--- src/rtl/pcg_pkg.sv ---
// Shared definitions for the phase-coded pulse generator: FSM encoding,
// PROBE_MODE values and the transmit-enable decode.
package pcg_pkg;

    typedef enum logic [1:0] {
        ST_IDLE = 2'd0,
        ST_CHIP = 2'd1,
        ST_PAD  = 2'd2,
        ST_DONE = 2'd3
    } pcg_state_e;

    localparam logic [7:0] MODE_TXRX = 8'd1;
    localparam logic [7:0] MODE_TX   = 8'd2;
    localparam logic [7:0] MODE_RX   = 8'd3;
    localparam logic [7:0] MODE_LOOP = 8'd4;

    // RF gate may open only in modes that actually radiate.
    function automatic logic tx_enabled(input logic [7:0] mode);
        return (mode == MODE_TXRX) || (mode == MODE_TX) || (mode == MODE_LOOP);
    endfunction

endpackage

--- src/rtl/pcg_chip_timer.sv ---
// Chip timing: counts clocks within a chip and the chip index, flagging the
// last clock of each chip (chip_tick) and the final chip of the code (last_chip).
module pcg_chip_timer #(
    parameter int IDX_W = 6
) (
    input  logic             CLOCK_10M,
    input  logic             RESET,
    input  logic             clear,
    input  logic             run,
    input  logic [15:0]      cdur,
    input  logic [IDX_W-1:0] nchips,
    output logic             chip_tick,
    output logic             last_chip
);

    logic [15:0]      dur_cnt;
    logic [IDX_W-1:0] chip_idx;

    // cdur is never 0 here: the top substitutes 1 for a zero duration.
    assign chip_tick = run && (dur_cnt == (cdur - 16'd1));
    assign last_chip = (chip_idx == (nchips - IDX_W'(1)));

    always_ff @(posedge CLOCK_10M or posedge RESET) begin
        if (RESET) begin
            dur_cnt  <= '0;
            chip_idx <= '0;
        end else if (clear) begin
            dur_cnt  <= '0;
            chip_idx <= '0;
        end else if (chip_tick) begin
            dur_cnt  <= '0;
            chip_idx <= chip_idx + IDX_W'(1);
        end else if (run) begin
            dur_cnt  <= dur_cnt + 16'd1;
        end
    end

endmodule

--- src/rtl/phase_code_pulse_gen.sv ---
// Emits one BPSK phase-coded pulse per GEN request and answers with
// SIGNAL_GEN_OVER. Outputs are registered from next-state values.
module phase_code_pulse_gen
    import pcg_pkg::*;
#(
    parameter int   MAX_CHIPS  = 32,
    parameter logic IDLE_PHASE = 1'b0
) (
    input  logic                 CLOCK_10M,
    input  logic                 RESET,
    input  logic                 GEN,
    input  logic [MAX_CHIPS-1:0] CODE,
    input  logic [15:0]          CODE_LEN,
    input  logic [15:0]          CODE_DURATION,
    input  logic [15:0]          PULSE_LEN,
    input  logic [7:0]           PROBE_MODE,
    output logic                 SIGNAL_GEN_OVER,
    output logic                 PHASE_BIT,
    output logic                 TX_GATE,
    output logic                 PULSE_ACTIVE,
    output pcg_state_e           dbg_state
);

    localparam int IDX_W = $clog2(MAX_CHIPS + 1);

    pcg_state_e           state, state_n;
    logic [MAX_CHIPS-1:0] code_sh;
    logic [IDX_W-1:0]     nchips_l;
    logic [15:0]          cdur_l, pulse_len_l, win_cnt, win_n, win_inc;
    logic [7:0]           mode_l;
    logic                 start, chip_tick, last_chip, pad_needed;
    logic                 over_n, phase_n, gate_n, active_n;

    logic [IDX_W-1:0]     nchips_in, shift_in;
    logic [15:0]          cdur_in;
    logic [MAX_CHIPS-1:0] code_in_sh;
    logic [31:0]          chip_total;

    assign nchips_in  = (CODE_LEN > 16'(MAX_CHIPS)) ? IDX_W'(MAX_CHIPS) : CODE_LEN[IDX_W-1:0];
    assign cdur_in    = (CODE_DURATION == 16'd0) ? 16'd1 : CODE_DURATION;
    // Left-align the active chips so the current chip is always the MSB.
    assign shift_in   = IDX_W'(MAX_CHIPS) - nchips_in;
    assign code_in_sh = CODE << shift_in;
    assign chip_total = 32'(nchips_l) * 32'(cdur_l);
    assign pad_needed = 32'(pulse_len_l) > chip_total;
    assign win_inc    = (&win_cnt) ? win_cnt : win_cnt + 16'd1;
    assign dbg_state  = state;

    pcg_chip_timer #(.IDX_W(IDX_W)) u_timer (
        .CLOCK_10M (CLOCK_10M),
        .RESET     (RESET),
        .clear     (start),
        .run       (state == ST_CHIP),
        .cdur      (cdur_l),
        .nchips    (nchips_l),
        .chip_tick (chip_tick),
        .last_chip (last_chip)
    );

    always_comb begin
        state_n  = state;
        win_n    = win_cnt;
        start    = 1'b0;
        over_n   = 1'b0;
        phase_n  = IDLE_PHASE;
        gate_n   = 1'b0;
        active_n = 1'b0;
        case (state)
            ST_IDLE: if (GEN) begin
                start    = 1'b1;
                win_n    = 16'd0;
                active_n = 1'b1;
                if (nchips_in == '0) begin
                    state_n = ST_PAD;
                end else begin
                    state_n = ST_CHIP;
                    phase_n = code_in_sh[MAX_CHIPS-1];
                    gate_n  = tx_enabled(PROBE_MODE);
                end
            end
            ST_CHIP: begin
                win_n = win_inc;
                if (!GEN) begin
                    state_n = ST_IDLE;
                    win_n   = 16'd0;
                end else if (chip_tick && last_chip) begin
                    if (pad_needed) begin
                        state_n  = ST_PAD;
                        active_n = 1'b1;
                    end else begin
                        state_n = ST_DONE;
                        over_n  = 1'b1;
                    end
                end else begin
                    active_n = 1'b1;
                    gate_n   = tx_enabled(mode_l);
                    phase_n  = chip_tick ? code_sh[MAX_CHIPS-2] : code_sh[MAX_CHIPS-1];
                end
            end
            ST_PAD: begin
                if (!GEN) begin
                    state_n = ST_IDLE;
                    win_n   = 16'd0;
                end else if (win_inc >= pulse_len_l) begin
                    state_n = ST_DONE;
                    over_n  = 1'b1;
                end else begin
                    win_n    = win_inc;
                    active_n = 1'b1;
                end
            end
            ST_DONE: begin
                if (!GEN) state_n = ST_IDLE;
                else      over_n  = 1'b1;
            end
            default: state_n = ST_IDLE;
        endcase
    end

    always_ff @(posedge CLOCK_10M or posedge RESET) begin
        if (RESET) begin
            state           <= ST_IDLE;
            win_cnt         <= '0;
            SIGNAL_GEN_OVER <= 1'b0;
            PHASE_BIT       <= IDLE_PHASE;
            TX_GATE         <= 1'b0;
            PULSE_ACTIVE    <= 1'b0;
        end else begin
            state           <= state_n;
            win_cnt         <= win_n;
            SIGNAL_GEN_OVER <= over_n;
            PHASE_BIT       <= phase_n;
            TX_GATE         <= gate_n;
            PULSE_ACTIVE    <= active_n;
        end
    end

    always_ff @(posedge CLOCK_10M or posedge RESET) begin
        if (RESET) begin
            code_sh     <= '0;
            nchips_l    <= '0;
            cdur_l      <= '0;
            pulse_len_l <= '0;
            mode_l      <= '0;
        end else if (start) begin
            code_sh     <= code_in_sh;
            nchips_l    <= nchips_in;
            cdur_l      <= cdur_in;
            pulse_len_l <= PULSE_LEN;
            mode_l      <= PROBE_MODE;
        end else if (chip_tick) begin
            code_sh     <= code_sh << 1;
        end
    end

endmodule

--- config.mk ---
export PLATFORM = sky130hd
export DESIGN_NAME = phase_code_pulse_gen
export DESIGN_NICKNAME = d
export VERILOG_FILES = /design/src/rtl/pcg_pkg.sv /design/src/rtl/pcg_chip_timer.sv /design/src/rtl/phase_code_pulse_gen.sv
export SDC_FILE = /design/constraint.sdc
export NUM_CORES = 1
export LEC_CHECK = 0
export CAP_MARGIN = 25
export CORE_MARGIN = 2
export CORE_UTILIZATION = 60
export DETAILED_ROUTE_END_ITERATION = 6
export PLACE_DENSITY_LB_ADDON = 0.12
export SKIP_CTS_REPAIR_TIMING = 1
export SYNTH_ARGS = -nofsm -noshare
export SYNTH_HDL_FRONTEND = slang
export SYNTH_SLANG_ARGS = --single-unit
export TNS_END_PERCENT = 10
--- constraint.sdc ---
create_clock -name CLOCK_10M -period 8.32 [get_ports CLOCK_10M]
set_input_delay 0.832 -clock CLOCK_10M [delete_from_list [all_inputs] [get_ports CLOCK_10M]]
set_output_delay 0.832 -clock CLOCK_10M [all_outputs]
set_load 0.005 [all_outputs]
# [Word level (Yosys, flattened, before mapping)]
# Index checks and enable logic that the tools add are counted.
[word_totals] wordCells=104 mem_bits_rw=0 latch_bits=0 out_inout_bits=6 register_bits=122 n_memories=0 rom_bits=0 input_bits=91
[classes] shifts=1 div_mod_pow=0 multipliers=1 n_lt_le_gt_ge=3 addsub=6 n_reduce_logical=15 muxes=49 bitwise=0 eq_ne=16
[op_table] cell="$mux W16" n=9
[op_table] cell="$mux W32" n=2
[op_table] cell="$pmux W16 S3" n=1
[op_table] cell="$add A16 B1 Y16 const B" n=2
[op_table] cell="$shl A32 B6 Y32" n=1
[op_table] cell="$gt A16 B22 Y1" n=1
[op_table] cell="$mul A6 B16 Y22" n=1
[op_table] cell="$mux W1" n=22
[op_table] cell="$mux W6" n=3
[op_table] cell="$eq A16 B16 Y1" n=1
[op_table] cell="$eq A8 B1 Y1 const B" n=2
[op_table] cell="$eq A8 B2 Y1 const B" n=2
[op_table] cell="$eq A8 B3 Y1 const B" n=2
[op_table] cell="$ge A16 B16 Y1" n=1
[op_table] cell="$gt A16 B6 Y1 const B" n=1
[op_table] cell="$logic_not A16 Y1" n=1
[op_table] cell="$reduce_and A16 Y1" n=1
[op_table] cell="$sub A16 B1 Y16 const B" n=1
[op_table] cell="$mux W2" n=7
[op_table] cell="$ne A3 B3 Y1 const B" n=3
[op_table] cell="$pmux W2 S4" n=1
[op_table] cell="$add A6 B1 Y6 const B" n=1
[op_table] cell="$eq A6 B6 Y1" n=1
[op_table] cell="$logic_not A6 Y1" n=1
[op_table] cell="14 further kinds" n=23

# [Depth between registers and ports, before layout]
# Gate-level depths: netlist of the first run.
[logic_depth] ltp_word=7 mapped_depth=28 ltp_nobuf=26

# [By module]
# From an unflattened synthesis of the first run, not the netlist that was laid out.
[hier_totals] hier_cells=1524 area_unflattened_um2=12323.1
[by_module_without_submodules] module="phase_code_pulse_gen" area_each_um2=10427.5 cells_each=1307 instances=1
[by_module_without_submodules] module="pcg_chip_timer" area_each_um2=1895.6 cells_each=217 instances=1

# [Least setup slack after synthesis of the first run]
# Ideal clock, no wire load.
[synth_path] kind="register to register" startpoint="reg nchips_l[4]" endpoint="reg state[0], in the netlist dbg_state[0]" setup_time_ps=120 setup_slack_ps=2472 path_buffers=2 stages_incl_launch_ff=26 required_ps=8200 arrival_ps=5727 cell_sequence="dfrtp_1 clkbuf_1 clkbuf_1 and2_1 fa_1 fa_1 inv_1 fa_1 inv_1 ha_1 a21oi_1 nand2_1 o2111a_1 nand2b_1 a21o_1 a21oi_1 xor2_1 ha_1 o21a_1 o221ai_1 or4_1 a31oi_1 nand3_1 nor4_1 o221ai_1 o211a_1"
[synth_via] elab_chain_len=6 elab_cells_between_ends=11
[synth_lines] element="start: declaration" line="phase_code_pulse_gen.sv:28" text="logic [IDX_W-1:0] nchips_l;"
[synth_lines] element="start signal: assignment" line="phase_code_pulse_gen.sv:147" text="nchips_l <= nchips_in;"
[synth_lines] element="$mul A6 B16 Y22" line="phase_code_pulse_gen.sv:44" text="assign chip_total = 32'(nchips_l) * 32'(cdur_l);"
[synth_lines] element="$gt A16 B22 Y1" line="phase_code_pulse_gen.sv:45" text="assign pad_needed = 32'(pulse_len_l) > chip_total;"
[synth_lines] element="$mux W1" line="phase_code_pulse_gen.sv:87" text="if (pad_needed) begin"
[synth_lines] element="$mux W2" line="phase_code_pulse_gen.sv:86" text="end else if (chip_tick && last_chip) begin"
[synth_lines] element="$mux W2" line="phase_code_pulse_gen.sv:83" text="if (!GEN) begin"
[synth_lines] element="$pmux W2 S4" line="phase_code_pulse_gen.sv:68" text="case (state)"
[synth_lines] element="end signal: assignment" line="phase_code_pulse_gen.sv:129" text="state <= state_n;"
[synth_lines] element="end: declaration" line="phase_code_pulse_gen.sv:26" text="pcg_state_e state, state_n;"
# Several ways; a longest one is shown, not always the timed one. The select of a mux whose other input is x is not followed.
# A chain may end at the register's enable or synchronous reset.

# [Final worst setup path of the first run]
# Ends and elaborated chain as after synthesis.

==> summary.txt, run 1 <==
Outcome
  • Outcome: complete, no violations

Placement
  • Placed insts: 1,699
  • Final HPWL from detailed placement: 22,200 um
  • Port Buffers: 96
  • GPL Wtd Cong: 0.888

Detailed routing
  • Initial drt markers: 860
  • Final antenna-violating net count: 0
  • DR pass1 iterations: 6
  • WL/cell: 17.0 um
  • Drt drc: 0
  • DR vias: 10,265
  • Final wirelength: 29,400 um
  • Vias per cell: 5.93

Finish
  • Ant diodes: 0
  • Share of post-route cells with drive strength above 1: 6.07%
  • Fin nets: 1,675
  • Synth-to-Final Area Change: 14.4%
  • Fillers: 1,617
  • Register area: 3050 sq um
  • Multi-input gate area: 8070 sq um
  • Final Non-Filler Cells: 1,732
  • Final core utilization: 69.9%

Timing
  • Clock Skews: 0.0156 ns
  • Worst Tran Pin Value: 0.817 ns
  • Final hold vios: 0
  • Setup TNS: 0 ns
  • Unrepaired setup endpoints after global routing: false
  • Slew Limit Fails: 0
  • Fmax: 152 MHz
  • Tcrit/Tclk final: 78.9%
  • Slew margin rel.: 45.4%
  • Final Critical Period: 6.57 ns
  • # setup viols final: 0

Logic synthesis
  • Netlist Area Pre-Place: 11,900 sq um
  • Yosys warning count: 0
  • Post-Syn Nets: 1,619
  • Yosys cell types: 79
  • Mapped Cells: 1,398
  • Share of synthesized registers carrying an async set or reset: 100%
  • Post-synth top area share: 25.7%
  • Commonest cells in the netlist: 194 x nand2_1, 122 x dfrtp_1, 116 x inv_1, 100 x nor2_1, 89 x o21ai_0
  • Largest family of logic cells by synthesized area: simple AND/OR/NAND/NOR gates
  • Count leader, synth: nand2_1
  • XOR/XNOR share of the synthesized area: 5.23%
  • Number of synthesized flops with an enable pin: 0
  • Predominant post-synthesis flop cell: dfrtp_1
  • Syn_area_per_cell: 8.48 sq um
  • Synth Area in Simple Gates: 22.7%
  • Sequential area share after synthesis: 25.7%
  • Post-synthesis mux area share: 8.71%
  • Top post-synthesis cells by area: dfrtp_1 26%, fa_1 9.6%, ha_1 7.7%, nand2_1 6.1%, mux2i_1 5.0%
  • Post-synthesis adder-cell area fraction: 17.3%
  • Seq cells post-synth: 122
  • Synth Area in Compound Gates: 14.1%
  • Synth area leader: dfrtp_1

Floorplan
  • Die width: 145 um
  • Core footprint: 19,400 sq um
  • Die area: 20,900 sq um
  • Initial Util: 61.1%
  • Die height: 145 um
  • I/O Pins: 97
  • Rows: 51

GRT
  • Vias in the first global route: 9,449
  • First-pass GRT wire length: 48,100 um
  • Initial antenna violation count: 0
  • Grt total ovfl: 0
  • Overall Global Routing Usage: 29.3%
  • Largest net degree at the start of global routing: 80

Setup path
  • Crit-path cells: and2_1 -> fa_1 -> fa_1 -> inv_1 -> fa_1 -> inv_1 -> ha_1 -> a21oi_1 -> nand2_1 -> o2111a_1 -> nand2b_1 -> a21o_1 -> a21oi_1 -> xor2_1 -> ha_1 -> o21a_1 -> o221ai_1 -> or4_1 -> a31oi_1 -> nand3_1 -> nor4_1 -> o221ai_1 -> o211a_1
  • CP required: 8.63 ns
  • CP dominant cell by count: fa_1
  • Worst path buffer plus inverter count: 2
  • Worst EP arrival: 6.87 ns
  • Top delay family on crit path: adder cells
  • Max incr delay on CP: 0.70 ns
  • Setup crit start kind: register
  • CP Class: reg -> reg
  • Nature of the critical path endpoint: register
  • CP max FO: 19
  • CP max stage cell: dfrtp_1

Clock tree
  • CTS tree: built
  • Clock buffer depth: 2
  • Number of H-tree levels: 4
  • Worst skew pair latency: 0.43 ns
  • Clk pin slew, worst setup/hold paths: 0.06 ns
  • Clock Sinks: 122
  • Root buffer cell: clkbuf_16
  • TritonCTS Buffers: 17

Power
  • Static leakage: 6.19 nW
  • VDD IR-drop max: 0.159 mV
  • Total Power: 3.25 mW
  • Power Dens Cells: 240 nW/um^2

Worst hold path
  • Hold WC Path Type: reg -> reg

Job
  • # Max-Cap Violations: 0
[final timing paths]
path                                  start           end  slack (ns)  cells past startpoint
worst min-delay path              mode_l[7]     mode_l[7]        0.48                      2
worst max-delay path            nchips_l[4]  dbg_state[0]        1.75                     23
worst max register to register  nchips_l[4]  dbg_state[0]        1.75                     23
max in group asynchronous             RESET     cdur_l[6]        6.45                      4
worst min register to register    mode_l[7]     mode_l[7]        0.48                      2
min in group asynchronous             RESET    win_cnt[1]        0.66                      2
[state kept, by name, indices dropped and copies added (netlist names), 2 cells and up]
| register | count |
|---|---|
| cdur_l | 16 |
| pulse_len_l | 16 |
| nchips_l | 6 |
| mode_l | 8 |
| code_sh | 32 |
| dbg_state | 2 |
| u_timer.chip_idx | 6 |
| win_cnt | 16 |
| u_timer.dur_cnt | 16 |
[area by class of cell]
| type | count | area share (%) |
|---|---|---|
| tap | 265 | 2.44 |
| multi-input combinational | 1088 | 59.5 |
| inverter | 116 | 3.23 |
| clock buffer | 19 | 3.26 |
| sequential | 122 | 22.5 |
| clock inverter | 13 | 1.16 |
| timing repair buffer | 109 | 7.93 |
[per-stage QoR]
step | setup slack, ns | hold slack (ns) | area [sq um]
floorplan | 2.47 | 0.437 | 11900
global placement | 2.07 | 0.450 | 12900
detailed placement | 1.86 | 0.455 | 12900
CTS | 1.84 | 0.477 | 13500
global route | 1.37 | 0.508 | 13600
finish | 1.75 | 0.477 | 13600
[metal layers]
metal,vias up,part of all wire (%),track usage [%]
li1,4917,-,-
met1,4972,45,42.6
met2,327,47,45.4
met3,49,5.5,5.23
met4,0,1.9,7.56
met5,-,0,0
[power by group]
part           switching [mW]  leakage (nW)  internal [mW]
Clock                   0.301         0.285          0.457
Sequential              0.259          1.55          0.795
Combinational           0.835          4.35          0.607
[kinds of logic after synthesis]
group | count (synthesis)
DFF | 122
AOI/OAI and AO/OA | 262
xor gates and xnor gates | 70
buffers and inverters | 188
adders and majority gates | 130
muxes | 81
and+or+nand+nor | 545
[cells in the final DEF (no fill, tap or decap), drive strengths merged, types with 13 or more instances in the layout]
cell type / count
a31oi: 17
a21oi: 58
nor3: 19
nand3: 43
clkbuf: 19
nand4: 19
nand2: 195
buf: 13
dfrtp: 122
xor2: 29
mux2i: 59
xnor2: 41
mux4: 17
inv: 122
nand2b: 16
nor2: 101
ha: 73
o21ai: 91
fa: 57
clkdlybuf4s50: 96
and2: 86
[worst min-delay path: cells and delay by family (launching register included)]
family           cells  cell delay, ns
DFF                  1            0.34
and+or+nand+nor      2            0.11
(Power assumes the default switching activity.)
==> inputs of run 2 (changes only) <==
CORE_UTILIZATION = 55   (was 60)
clock period = 5.8 ns   (was 8.32 ns; I/O delays follow)
==> summary.txt, run 2 (same netlist as run 1, synthesis figures left out) <==
Setup path
  • CP max stage cell: fa_1
  • Nature of the critical path endpoint: register
  • Worst EP arrival: 5.99 ns
  • FF-to-FF setup slack: 0.12 ns
  • Crit-path cells: buf_4 -> and2_1 -> fa_1 -> ha_1 -> fa_1 -> inv_1 -> fa_2 -> nand2b_4 -> a21oi_2 -> o2111a_1 -> nand2b_4 -> a21o_1 -> a21oi_2 -> xor2_1 -> ha_1 -> nand4_1 -> nor4_2 -> or4_1 -> a31oi_1 -> nand3_1 -> nor4_4 -> o221ai_1 -> o211a_1
  • CP required: 6.11 ns
  • R2r endpoint: dbg_state[0]
  • Reg-to-Reg Start: cdur_l[2]
  • CP Class: reg -> reg
  • Cell count of the worst reg-to-reg path: 23
  • Max incr delay on CP: 0.57 ns
  • Setup crit start kind: register
  • CP max FO: 4

Detailed routing
  • Final wirelength: 30,100 um
  • Final antenna-violating net count: 0
  • DR pass1 iterations: 5
  • Initial drt markers: 781
  • Vias per cell: 5.74
  • Drt drc: 0
  • DR vias: 10,243
  • WL/cell: 16.9 um

Clock tree
  • Clock Sinks: 122
  • Worst skew pair latency: 0.43 ns
  • Number of H-tree levels: 4
  • TritonCTS Buffers: 17
  • Clock buffer depth: 2
  • Root buffer cell: clkbuf_16
  • CTS tree: built
  • Clk pin slew, worst setup/hold paths: 0.06 ns

GRT
  • Vias in the first global route: 10,127
  • Met3 usage: 4.94%
  • Overall Global Routing Usage: 27.5%
  • Grt total ovfl: 0
  • GR Util met2: 43.0%
  • First-pass GRT wire length: 49,700 um
  • Global routing's busiest layer: met2
  • Initial antenna violation count: 0
  • Largest net degree at the start of global routing: 71
  • Global routing usage on met1: 39.2%

Floorplan
  • Die height: 151 um
  • I/O Pins: 97
  • Core footprint: 21,100 sq um
  • Die area: 22,800 sq um
  • Die width: 151 um
  • Initial Util: 56.2%
  • Rows: 53

Power
  • Seq pwr share: 28.6%
  • VDD IR-drop max: 0.219 mV
  • Power Dens Cells: 347 nW/um^2
  • Total Power: 4.90 mW
  • Comb pwr share: 48.7%
  • Static leakage: 6.41 nW
  • Clk pwr share: 22.7%
  • P_int: 2.85 mW
  • Sw frac: 41.9%
  • Switching pwr: 2.05 mW

Finish
  • Largest Register: code_sh
  • Leading cell type in the layout, fill and taps excluded: nand2_1
  • Number of flip-flops under the largest register name: 32
  • Fin nets: 1,717
  • Share of post-route cells with drive strength above 1: 12.1%
  • Ant diodes: 0
  • Most frequent cells in the layout: 191 x nand2_1, 112 x inv_1, 109 x dfrtp_1
  • Synth-to-Final Area Change: 19.1%

Timing
  • Worst Tran Pin Value: 1.02 ns
  • Final hold vios: 0
  • Unrepaired setup endpoints after global routing: true
  • Tcrit/Tclk final: 98.0%
  • Final Critical Period: 5.68 ns
  • Slew margin rel.: 31.7%
  • Clock Skews: 0.0117 ns
  • Setup TNS: 0 ns
  • Fmax: 176 MHz
  • # setup viols final: 0
  • Slew Limit Fails: 0

Placement
  • Final HPWL from detailed placement: 23,400 um
  • Port Buffers: 96
  • GPL Wtd Cong: 0.937

Outcome
  • Outcome: complete, no violations

Job
  • # Max-Cap Violations: 0

Worst hold path
  • Hold WC Path Type: in -> async
## run 2: changes by cell type in the layout (fill, tap and decap cells not counted), sizes merged
cell,change
buf,+42
clkinv,+3
clkbuf,-2
bufinv,+1
clkinvlp,-1
inv,-1
## run 2: worst max-delay path by stage
stage | startpoint | cells past startpoint | end | slack (ns)
6_report | cdur_l[2] | 23 | dbg_state[0] | 0.12
2_1_floorplan | nchips_l[4] | 25 | dbg_state[0] | 0.05
4_1_cts | nchips_l[5] | 23 | dbg_state[0] | -0.12
5_1_grt | cdur_l[2] | 23 | dbg_state[0] | -0.09
3_5_place_dp | nchips_l[5] | 23 | dbg_state[0] | -0.09
3_3_place_gp | nchips_l[5] | 23 | dbg_state[0] | 0.04
## run 2: power by group through the flow
| stage | combinational, mW | clock, mW | sequential (mW) |
|---|---|---|---|
| after floorplan | 1.66 | 0 | 1.30 |
| after global placement | 2.22 | 0 | 1.39 |
| after detailed placement | 2.28 | 0 | 1.40 |
| after CTS | 2.30 | 1.13 | 1.39 |
| after global routing | 2.67 | 1.17 | 1.44 |
| final | 2.39 | 1.11 | 1.40 |
## run 2: metal layers
metal	vias to the layer above	part of all wire, %
met5	-	0
met3	45	6.1
met1	4884	47
met4	0	2.0
li1	5003	-
met2	311	45
## run 2: through the flow
step / hold slack (ns) / cells / utilization (%) / instance area [sq um] / worst slack, ns
2_1_floorplan: 0.437 / 1398 / - / 11900 / 0.0489
3_3_place_gp: 0.452 / 1741 / 62.6 / 13200 / 0.0363
3_5_place_dp: 0.459 / 1742 / 62.7 / 13200 / -0.0866
4_1_cts: 0.475 / 1774 / 65.7 / 13800 / -0.117
5_1_grt: 0.497 / 1784 / 67.0 / 14100 / -0.0882
6_report: 0.473 / 1784 / 67.0 / 14100 / 0.118
## run 2: worst max-delay path: cells and delay by family, from the launching register on
family,cells,cell delay [ns]
DFF,1,0.42
buffers and inverters,2,0.23
xor gates and xnor gates,1,0.15
AOI/OAI and AO/OA,7,1.01
adders and majority gates,5,2.11
and+or+nand+nor,8,1.63
## run 2: cell type report
cell class / count / area (sq um)
multi-input combinational: 1088 / 8260
clock buffer: 17 / 425
inverter: 116 / 438
fill: 1801 / 6960
timing repair buffer: 151 / 1400
clock inverter: 15 / 190
tap: 275 / 344
sequential: 122 / 3070
==> inputs of run 3 (changes only) <==
SLEW_MARGIN = 10   (was default)
TNS_END_PERCENT = 100   (was 10)
==> summary.txt, run 3 (same netlist as run 1, synthesis figures left out) <==
Outcome
  • Outcome: complete, no violations

GRT
  • Largest net degree at the start of global routing: 71
  • Overall Global Routing Usage: 27.7%
  • First-pass GRT wire length: 49,800 um
  • Initial antenna violation count: 0
  • Vias in the first global route: 10,111
  • Grt total ovfl: 0

Power
  • Switching pwr: 2.06 mW
  • P_int: 2.86 mW
  • Clk pwr share: 22.7%
  • Total Power: 4.93 mW
  • Seq pwr share: 28.4%
  • Sw frac: 41.9%
  • VDD IR-drop max: 0.200 mV
  • Comb pwr share: 48.9%
  • Power Dens Cells: 348 nW/um^2
  • Static leakage: 6.42 nW

Clock tree
  • Clock buffer depth: 2
  • Clock Sinks: 122
  • CTS tree: built
  • Worst skew pair latency: 0.43 ns
  • Number of H-tree levels: 4
  • TritonCTS Buffers: 17
  • Root buffer cell: clkbuf_16
  • Clk pin slew, worst setup/hold paths: 0.06 ns

Detailed routing
  • Drt drc: 0
  • WL/cell: 17.1 um
  • DR pass1 iterations: 5
  • Final antenna-violating net count: 0
  • Vias per cell: 5.76
  • Final wirelength: 30,500 um
  • Initial drt markers: 654
  • DR vias: 10,294

Timing
  • Final hold vios: 0
  • Clock Skews: 0.0123 ns
  • Slew Limit Fails: 0
  • Final Critical Period: 5.63 ns
  • Slew margin rel.: 34.1%
  • Unrepaired setup endpoints after global routing: true
  • Worst Tran Pin Value: 0.980 ns
  • # setup viols final: 0
  • Fmax: 178 MHz
  • Tcrit/Tclk final: 97.0%
  • Min Hold Slack: 0.472 ns
  • Setup TNS: 0 ns

Finish
  • Most frequent cells in the layout: 191 x nand2_1, 112 x inv_1, 109 x dfrtp_1
  • Largest Register: code_sh
  • Leading cell type in the layout, fill and taps excluded: nand2_1
  • Number of flip-flops under the largest register name: 32
  • Fin nets: 1,721
  • Ant diodes: 0
  • Share of post-route cells with drive strength above 1: 12.0%
  • Synth-to-Final Area Change: 19.3%

Floorplan
  • Die height: 151 um
  • Initial Util: 56.2%
  • Die width: 151 um
  • I/O Pins: 97
  • Core footprint: 21,100 sq um
  • Die area: 22,800 sq um
  • Rows: 53

Setup path
  • Max incr delay on CP: 0.57 ns
  • Crit-path cells: buf_4 -> and2_1 -> fa_1 -> ha_1 -> fa_1 -> inv_1 -> fa_2 -> nand2b_4 -> a21oi_2 -> o2111a_1 -> nand2b_4 -> a21o_1 -> a21oi_2 -> xor2_1 -> ha_1 -> nand4_1 -> nor4_2 -> or4_1 -> a31oi_1 -> nand3_1 -> nor4_4 -> o221ai_1 -> o211a_1
  • CP max FO: 4
  • CP required: 6.11 ns
  • CP max stage cell: fa_1
  • Setup crit start kind: register
  • Nature of the critical path endpoint: register
  • Worst EP arrival: 5.94 ns
  • CP Class: reg -> reg

Placement
  • Final HPWL from detailed placement: 23,400 um
  • Port Buffers: 96
  • GPL Wtd Cong: 0.937

Job
  • # Max-Cap Violations: 0

Worst hold path
  • Hold WC Path Type: reg -> reg
run 3: cell count changes in the layout (fill, tap and decap cells not counted), sizes merged:
cell | previous run | this run
buf | 55 | 59
run 3: per-layer routing:
metal / part of all wire (%) / GRT usage (%) / wire (um)
met5: 0 / 0 / 0
met4: 1.4 / 6.92 / 435
met3: 5.9 / 4.88 / 1800
met2: 46 / 43.8 / 14200
met1: 46 / 39.7 / 14100
run 3: per-stage QoR:
stage | utilization [%] | area [sq um] | setup slack [ns] | cells
6_report | 67.1 | 14100 | 0.172 | 1788
5_1_grt | 67.1 | 14100 | -0.0989 | 1788
4_1_cts | 65.7 | 13800 | -0.0930 | 1774
3_5_place_dp | 62.7 | 13200 | -0.0621 | 1742
3_3_place_gp | 62.6 | 13200 | 0.0363 | 1741
2_1_floorplan | - | 11900 | 0.0489 | 1398
run 3: worst max-delay path, delay by kind of cell (launching register included):
| family | cells | cell delay, ns |
|---|---|---|
| xor gates and xnor gates | 1 | 0.14 |
| buffers and inverters | 2 | 0.23 |
| AOI/OAI and AO/OA | 7 | 1.05 |
| adders and majority gates | 5 | 2.09 |
| DFF | 1 | 0.41 |
| and+or+nand+nor | 8 | 1.58 |
run 3: cell type report:
class | count | area [sq um]
Multi-Input combinational cell | 1088 | 8250
Fill cell | 1761 | 6940
Sequential cell | 122 | 3070
Timing Repair Buffer | 155 | 1430
Inverter | 116 | 438
Clock buffer | 17 | 425
Tap cell | 275 | 344
Clock inverter | 15 | 190
run 3: path summary, 6_finish.rpt:
kind / startpoint / endpoint / slack [ns] / cells past startpoint
max: cdur_l[2] / dbg_state[0] / 0.17 / 23
min: mode_l[3] / mode_l[3] / 0.47 / 2
max reg2reg: cdur_l[2] / dbg_state[0] / 0.17 / 23
min reg2reg: mode_l[3] / mode_l[3] / 0.47 / 2
max in group asynchronous: RESET / pulse_len_l[11] / 4.50 / 3
min in group asynchronous: RESET / mode_l[2] / 0.49 / 2
run 3: power groups by stage:
stage / sequential, mW / clock, mW / combinational, mW
global route: 1.44 / 1.17 / 2.70
CTS: 1.39 / 1.13 / 2.30
floorplan: 1.30 / 0 / 1.66
global placement: 1.39 / 0 / 2.22
detailed placement: 1.40 / 0 / 2.28
finish: 1.40 / 1.12 / 2.41
